--- config.mk ---
export PLATFORM = sky130hd
export DESIGN_NAME = conv_row_feeder_flat
export DESIGN_NICKNAME = d
export VERILOG_FILES = /design/src/rtl/conv_row_feeder_if.sv /design/src/rtl/conv_row_feeder.sv /design/src/flat_wrapper.sv
export SDC_FILE = /design/constraint.sdc
export NUM_CORES = 2
export LEC_CHECK = 0
export BUFFER_PORTS_ARGS = -buffer_cell sky130_fd_sc_hd__buf_2
export CAP_MARGIN = 10
export CORE_AREA = 2 2 363 365
export DETAILED_ROUTE_END_ITERATION = 10
export DIE_AREA = 0 0 365 367
export PLACE_DENSITY_LB_ADDON = 0.05
export SLEW_MARGIN = 20
export SYNTH_ARGS = -nofsm -noshare
export SYNTH_HDL_FRONTEND = slang
export SYNTH_SLANG_ARGS = --single-unit
--- constraint.sdc ---
create_clock -name clk -period 4.2 [get_ports clk]
set_input_delay 0.42 -clock clk [delete_from_list [all_inputs] [get_ports clk]]
set_output_delay 0.42 -clock clk [all_outputs]
set_load 0.01 [all_outputs]
--- src/rtl/conv_row_feeder_if.sv ---
// Pixel-stream-in / PE-row-out bus of conv_row_feeder.
// master = pixel source and PE side, slave = the feeder itself.
interface conv_row_feeder_if #(
    parameter int WIDTH = 9,
    parameter int LANES = 32
);
    logic [WIDTH-1:0]       pix_in;
    logic                   pix_valid;
    logic                   pix_ready;
    logic [LANES*WIDTH-1:0] data_out;
    logic                   init;
    logic                   frame_done;

    modport master (
        output pix_in, pix_valid,
        input  pix_ready, data_out, init, frame_done
    );

    modport slave (
        input  pix_in, pix_valid,
        output pix_ready, data_out, init, frame_done
    );
endinterface

--- src/rtl/conv_row_feeder.sv ---
// Buffers the three latest raster rows and replays each 3-row window to the 3x3 conv PE.
// Optional vertical zero padding: define CONV_ROW_FEEDER_ZERO_PAD_EN.
module conv_row_feeder #(
    parameter int WIDTH    = 9,
    parameter int LANES    = 32,
    parameter int IMG_ROWS = 8
) (
    input  logic             clk,
    input  logic             rst_n,   // active-high synchronous reset despite the name
    conv_row_feeder_if.slave pix
);

    localparam int CW = (LANES > 1) ? $clog2(LANES) : 1;
    localparam int RW = $clog2(IMG_ROWS + 1);
    localparam logic [CW-1:0] COL_LAST = CW'(LANES - 1);
    localparam logic [RW-1:0] ROW_LAST = RW'(IMG_ROWS - 1);
`ifdef CONV_ROW_FEEDER_ZERO_PAD_EN
    localparam logic [1:0] FILL_START = 2'd1;
`else
    localparam logic [1:0] FILL_START = 2'd0;
`endif

    typedef enum logic [1:0] {FILL, EMIT0, EMIT1, EMIT2} state_t;

    state_t                 state, state_nxt;
    logic [CW-1:0]          col;
    logic [RW-1:0]          img_row;
    logic [1:0]             rows_filled;
    logic [1:0]             wptr;
    logic                   last_row;
    logic                   frame_done_q;
    logic [LANES*WIDTH-1:0] row_buf [3];
    logic [1:0]             rd_idx;

    logic xfer, row_end, frame_end, pad_start;

`ifdef CONV_ROW_FEEDER_ZERO_PAD_EN
    logic [2:0] zero_mask;   // buffer that reads as an all-zero padding row
    logic       pad_win;
`endif

    function automatic logic [1:0] inc3(input logic [1:0] p);
        return (p == 2'd2) ? 2'd0 : p + 2'd1;
    endfunction

    assign xfer    = (state == FILL) && pix.pix_valid;
    assign row_end = xfer && (col == COL_LAST);
`ifdef CONV_ROW_FEEDER_ZERO_PAD_EN
    assign pad_start = (state == EMIT2) && last_row && !pad_win;
    assign frame_end = (state == EMIT2) && last_row && pad_win;
`else
    assign pad_start = 1'b0;
    assign frame_end = (state == EMIT2) && last_row;
`endif

    always_ff @(posedge clk) begin
        if (rst_n) state <= FILL;
        else       state <= state_nxt;
    end

    always_comb begin
        state_nxt = state;
        unique case (state)
            FILL:  if (row_end && rows_filled >= 2'd2) state_nxt = EMIT0;
            EMIT0: state_nxt = EMIT1;
            EMIT1: state_nxt = EMIT2;
            EMIT2: state_nxt = pad_start ? EMIT0 : FILL;
        endcase
    end

    // NOTE: every register here uses <= so all reads see the pre-edge value, matching the hardware.
    always_ff @(posedge clk) begin
        if (rst_n) begin
            col          <= '0;
            img_row      <= '0;
            rows_filled  <= FILL_START;
            wptr         <= 2'd0;
            last_row     <= 1'b0;
            frame_done_q <= 1'b0;
            // NOTE: the row buffers are cleared on reset so a restarted stream never shows stale pixels.
            for (int r = 0; r < 3; r++) row_buf[r] <= '0;
`ifdef CONV_ROW_FEEDER_ZERO_PAD_EN
            zero_mask    <= 3'b100;
            pad_win      <= 1'b0;
`endif
        end else begin
            frame_done_q <= 1'b0;
            if (xfer) begin
                row_buf[wptr][col*WIDTH +: WIDTH] <= pix.pix_in;
                col <= row_end ? '0 : col + CW'(1);
            end
            if (row_end) begin
                wptr    <= inc3(wptr);
                img_row <= img_row + RW'(1);
                if (rows_filled != 2'd3) rows_filled <= rows_filled + 2'd1;
                if (img_row == ROW_LAST) last_row <= 1'b1;
`ifdef CONV_ROW_FEEDER_ZERO_PAD_EN
                zero_mask[wptr] <= 1'b0;
`endif
            end
`ifdef CONV_ROW_FEEDER_ZERO_PAD_EN
            // Trailing pad window: rotate the oldest buffer in as a virtual all-zero newest row.
            // That same buffer stays the zero "oldest" row for the next frame's first window.
            if (pad_start) begin
                wptr            <= inc3(wptr);
                zero_mask[wptr] <= 1'b1;
                pad_win         <= 1'b1;
            end
            if (frame_end) pad_win <= 1'b0;
`endif
            if (frame_end) begin
                frame_done_q <= 1'b1;
                rows_filled  <= FILL_START;
                img_row      <= '0;
                last_row     <= 1'b0;
            end
        end
    end

    // wptr always addresses the oldest row, so the window reads wptr, wptr+1, wptr+2 (mod 3).
    always_comb begin
        rd_idx         = wptr;
        pix.pix_ready  = 1'b0;
        pix.init       = 1'b0;
        pix.data_out   = '0;
        pix.frame_done = frame_done_q;
        unique case (state)
            FILL:  pix.pix_ready = 1'b1;
            EMIT0: rd_idx = wptr;
            EMIT1: rd_idx = inc3(wptr);
            EMIT2: rd_idx = inc3(inc3(wptr));
        endcase
        if (state != FILL) begin
            pix.init     = 1'b1;
            pix.data_out = row_buf[rd_idx];
`ifdef CONV_ROW_FEEDER_ZERO_PAD_EN
            if (zero_mask[rd_idx]) pix.data_out = '0;
`endif
        end
    end

endmodule
--- src/flat_wrapper.sv ---
// flat-port wrapper written by rule: the top's interface ports become plain ports
module conv_row_feeder_flat 
#(
    parameter int WIDTH    = 9,
    parameter int LANES    = 32,
    parameter int IMG_ROWS = 8
)
  (clk, rst_n, pix_pix_in, pix_pix_valid, pix_pix_ready, pix_data_out, pix_init, pix_frame_done);
  conv_row_feeder_if #(.WIDTH(WIDTH), .LANES(LANES)) pix_i ();
  input  logic clk;
  input  logic rst_n;
  input wire logic [$bits(pix_i.pix_in)-1:0] pix_pix_in;
  input wire logic [$bits(pix_i.pix_valid)-1:0] pix_pix_valid;
  output wire logic [$bits(pix_i.pix_ready)-1:0] pix_pix_ready;
  output wire logic [$bits(pix_i.data_out)-1:0] pix_data_out;
  output wire logic [$bits(pix_i.init)-1:0] pix_init;
  output wire logic [$bits(pix_i.frame_done)-1:0] pix_frame_done;
  assign pix_i.pix_in = pix_pix_in;
  assign pix_i.pix_valid = pix_pix_valid;
  assign pix_pix_ready = pix_i.pix_ready;
  assign pix_data_out = pix_i.data_out;
  assign pix_init = pix_i.init;
  assign pix_frame_done = pix_i.frame_done;
  conv_row_feeder #(.WIDTH(WIDTH), .LANES(LANES), .IMG_ROWS(IMG_ROWS)) u_core (.clk(clk), .rst_n(rst_n), .pix(pix_i));
endmodule
==> reports/results.ini <==
[timing]
timing.max_slew.rel_slack_pct=16.9
max_clock_freq_ghz=0.237
final_max_slew_viol_count=0
worst-slew-pin-transition_ns=1.25
totalNegativeSetupSlack_ns=-0.0152
finalCriticalPeriod_ns=4.22
fin_ws_ns=-0.0152
timing.final.setup_violations=1
finClkSkew_ns=0.0259
finalHoldViolations=0
rsz_0062_raised_after_global_routing=yes
finalCritPeriodShare_pct=100

[global_routing]
most_used_routing_layer_in_global_routing=met2
grt_util_all_layers_pct=36.6
first_global_vias=57800
grt_antenna_before_repair=9
grt_use_met2_pct=57.2
grt_pass1_wl_um=371000
grt_start_max_net_pins=164
grt_overflow=0
groute.layer.met1.usage_pct=49.6
met3_usage_pct=6.80

[logic_synthesis]
synth-simple-area-share_pct=16.3
netlist.area_leader.share_pct=47.8
syn-cell-area_um2=72400
yosys.area.top_type=sky130_fd_sc_hd__edfxtp_1
synth_cell_types=48
postSynth.topFlopCell=sky130_fd_sc_hd__edfxtp_1
share_of_the_synthesized_netlist_area_taken_by_xor_and_xnor_gates_pct=0.0726
async_reset_ff_share_pct=0
number_of_instances_in_the_synthesized_netlist=7137
synth_compound_gate_area_share_pct=14.7
postSynthAreaPerCell_um2=10.1
fraction_of_the_mapped_netlist_area_in_adder_cells_pct=0.225
number_of_flops_mapped_to_enable_cells_by_yosys=1152
synth_warnings=0
postSynthRegisterBits=1169
yosys-mux-area-fraction_pct=16.0
synthesis.nets=7162
synth_sequential_area_ratio_pct=48.3
synth_top_family_by_area=simple AND/OR/NAND/NOR gates
synthTopCellsByArea=sky130_fd_sc_hd__edfxtp_1 (48%), sky130_fd_sc_hd__mux2i_1 (16%), sky130_fd_sc_hd__nor2_1 (6.2%)

[floorplanning]
initial_core_util_pct=55.5
die-area_um2=134000
chipWidth_um=365
placeableCoreArea_um2=130000
dieHeight_um=367
num_rows=133
top_level_ports=303

[critical_path]
worst-path-max-fanout=85
critPathRequiredTime_ns=3.78
crit_path_start_kind=register
criticalPathCategory=reg -> out
r2r_slack_ns=0.50
worstSetupEndpointType=output port
worst_ep_arrival_time_ns=3.80

[pwr]
leakagePower_nw=28.3
peakVddDrop_uv=438
power_density_nw_per_um2=333

[clock_network]
ctsRootBufferMaster=sky130_fd_sc_hd__clkbuf_16
clock-sinks=1169
htree_levels=4
cts_made_buffers=134
path_clk_slew_ns=0.07
worstSkewPairLatency_ns=0.80
longest_clk_path_bufs=3
tritoncts_clock_tree=built

[route]
detail_route.first_pass.iterations=6
total_vias_in_the_final_route=61600
first_iter_violations=8191
route.detailed.vias_per_inst=6.93
finalWirelength_um=254000
routedWlPerCell_um=28.6
route.detailed.drc=0
postRouteAntennaNets=0

[layout]
nets=7062
design_area_um2=79900
final_layout_size_suffix_gt1_share_pct=11.2
area_growth_syn_to_layout_pct=10.4

[status]
violations=negative setup slack
status=finished, violations left

[placement]
detailedPlacementHpwl_um=153000
numPortBuffers=302
place.gp.congestion=0.855
dpl-instance-area_um2=75500

[hold_path]
class_of_the_worst_hold_path=in -> reg

[run]
drv.max_cap_violation_count=0

==> flip-flops by register name (all words and copies together) (netlist names) <==
name and flops:
u_core.col 5, u_core.img_row 4, u_core.last_row 1, u_core.pix.frame_done 1, u_core.row_buf 1152, u_core.rows_filled 2
u_core.state 2, u_core.wptr 2
==> where the power goes <==
group	total [mW]	switching, mW	internal (mW)
Clock	11.2	4.94	6.30
Sequential	13.4	0.303	13.1
Combinational	1.96	1.44	0.518
==> cells in the final DEF, fill, tap and decap left out, types with 3 or more instances in the layout <==
cell type,count
sky130_fd_sc_hd__a211oi_1,289
sky130_fd_sc_hd__a21o_1,75
sky130_fd_sc_hd__a21oi_1,9
sky130_fd_sc_hd__a221oi_1,266
sky130_fd_sc_hd__a221oi_2,22
sky130_fd_sc_hd__a22oi_1,289
sky130_fd_sc_hd__a31o_2,14
sky130_fd_sc_hd__a32o_1,286
sky130_fd_sc_hd__buf_12,46
sky130_fd_sc_hd__buf_16,6
sky130_fd_sc_hd__buf_2,301
sky130_fd_sc_hd__buf_4,166
sky130_fd_sc_hd__buf_6,6
sky130_fd_sc_hd__bufinv_16,5
sky130_fd_sc_hd__clkbuf_1,25
sky130_fd_sc_hd__clkbuf_16,140
sky130_fd_sc_hd__clkinv_1,31
sky130_fd_sc_hd__clkinv_2,24
sky130_fd_sc_hd__dfxtp_1,16
sky130_fd_sc_hd__edfxtp_1,1152
sky130_fd_sc_hd__ha_1,11
sky130_fd_sc_hd__inv_1,21
sky130_fd_sc_hd__inv_6,10
sky130_fd_sc_hd__mux2i_1,1154
sky130_fd_sc_hd__nand2_1,680
sky130_fd_sc_hd__nand2b_1,6
sky130_fd_sc_hd__nand3_1,509
sky130_fd_sc_hd__nand4_1,3
sky130_fd_sc_hd__nand4b_1,3
sky130_fd_sc_hd__nor2_1,1193
sky130_fd_sc_hd__nor2_2,6
sky130_fd_sc_hd__nor2_4,5
sky130_fd_sc_hd__nor2b_1,289
sky130_fd_sc_hd__nor4_2,19
sky130_fd_sc_hd__o21ai_0,4
sky130_fd_sc_hd__o21bai_1,6
sky130_fd_sc_hd__or4_1,3
sky130_fd_sc_hd__xnor2_1,3
==> worst paths after layout <==
check,from,end,depth (start not counted)
setup / recovery,u_core.state[0],pix_data_out[270],9
hold / removal,pix_pix_valid,u_core.state[1],4
setup reg to reg,u_core.state[0],u_core.row_buf[3][245],6
hold reg to reg,u_core.last_row,u_core.last_row,2
==> worst max-delay path, stage by stage (launching register included) <==
cell and delay, ns:
sky130_fd_sc_hd__dfxtp_1 0.41, sky130_fd_sc_hd__inv_1 0.14, sky130_fd_sc_hd__ha_4 0.23, sky130_fd_sc_hd__nor2_4 0.23, sky130_fd_sc_hd__buf_4 0.25, sky130_fd_sc_hd__buf_12 0.45
sky130_fd_sc_hd__mux2i_1 0.17, sky130_fd_sc_hd__a221oi_1 0.72, sky130_fd_sc_hd__a32o_1 0.24, sky130_fd_sc_hd__buf_2 0.14
==> area by class of cell <==
type,count,area [µm²]
fillers,10800,50500
flip-flops and latches,1169,34900
inverters,21,78.8
diodes,2,5.00
repair buffers,527,3960
clock buffers,163,3550
clock inverters,72,498
multi-input cells,5184,34700
well taps,1755,2200
==> kinds of logic after synthesis <==
| kind of cell | after synthesis |
|---|---|
| and+or+nand+nor | 2734 |
| AOI/OAI and AO/OA | 1274 |
| muxes | 1156 |
| adders and majority gates | 13 |
| xor gates and xnor gates | 6 |
| DFF | 1169 |
| buffers and inverters | 785 |
==> cells in the mapped netlist, types with 4 or more instances <==
cell type,count
sky130_fd_sc_hd__a211oi_1,289
sky130_fd_sc_hd__a21o_1,75
sky130_fd_sc_hd__a21oi_1,9
sky130_fd_sc_hd__a221oi_1,288
sky130_fd_sc_hd__a22oi_1,289
sky130_fd_sc_hd__a31o_2,14
sky130_fd_sc_hd__a32o_1,288
sky130_fd_sc_hd__buf_1,38
sky130_fd_sc_hd__buf_2,226
sky130_fd_sc_hd__clkbuf_1,500
sky130_fd_sc_hd__dfxtp_1,17
sky130_fd_sc_hd__edfxtp_1,1152
sky130_fd_sc_hd__ha_1,13
sky130_fd_sc_hd__inv_1,21
sky130_fd_sc_hd__mux2i_1,1155
sky130_fd_sc_hd__nand2_1,680
sky130_fd_sc_hd__nand2b_1,6
sky130_fd_sc_hd__nand3_1,509
sky130_fd_sc_hd__nor2_1,1202
sky130_fd_sc_hd__nor2b_1,290
sky130_fd_sc_hd__nor4_1,18
sky130_fd_sc_hd__o21ai_0,5
sky130_fd_sc_hd__o21bai_1,7
sky130_fd_sc_hd__xnor2_1,4
==> layer usage <==
| layer | share of wire (%) | vias up | wire length [µm] |
|---|---|---|---|
| met4 | 4.6 | 6 | 11800 |
| met5 | 0.016 | - | 40 |
| met2 | 46 | 3593 | 118000 |
| met1 | 39 | 30700 | 99100 |
| met3 | 9.8 | 586 | 25000 |
| li1 | - | 26700 | - |
==> through the flow <==
step           setup WS [ns]  utilization [%]  instances  power [mW]  hold slack, ns
6_report             -0.0152             61.3       8893        26.7           0.123
5_1_grt              -0.0687             61.3       8893        27.2           0.146
4_1_cts             0.000774             61.1       8889        26.6          0.0818
3_5_place_dp           0.711             57.9       8647        15.6           0.471
3_3_place_gp           0.704             57.9       8647        15.5           0.463
2_1_floorplan           1.05                -       7137        14.8           0.433
==> repair_timing <==
item	in CTS	in global routing
setup buffers	6	1
setup endpoints to repair	47	55
pin swaps	3	0
gates resized for setup	7	30
gates cloned	1	1
hold buffers	0	0
No activity file was read; power rests on OpenSTA's default activity.
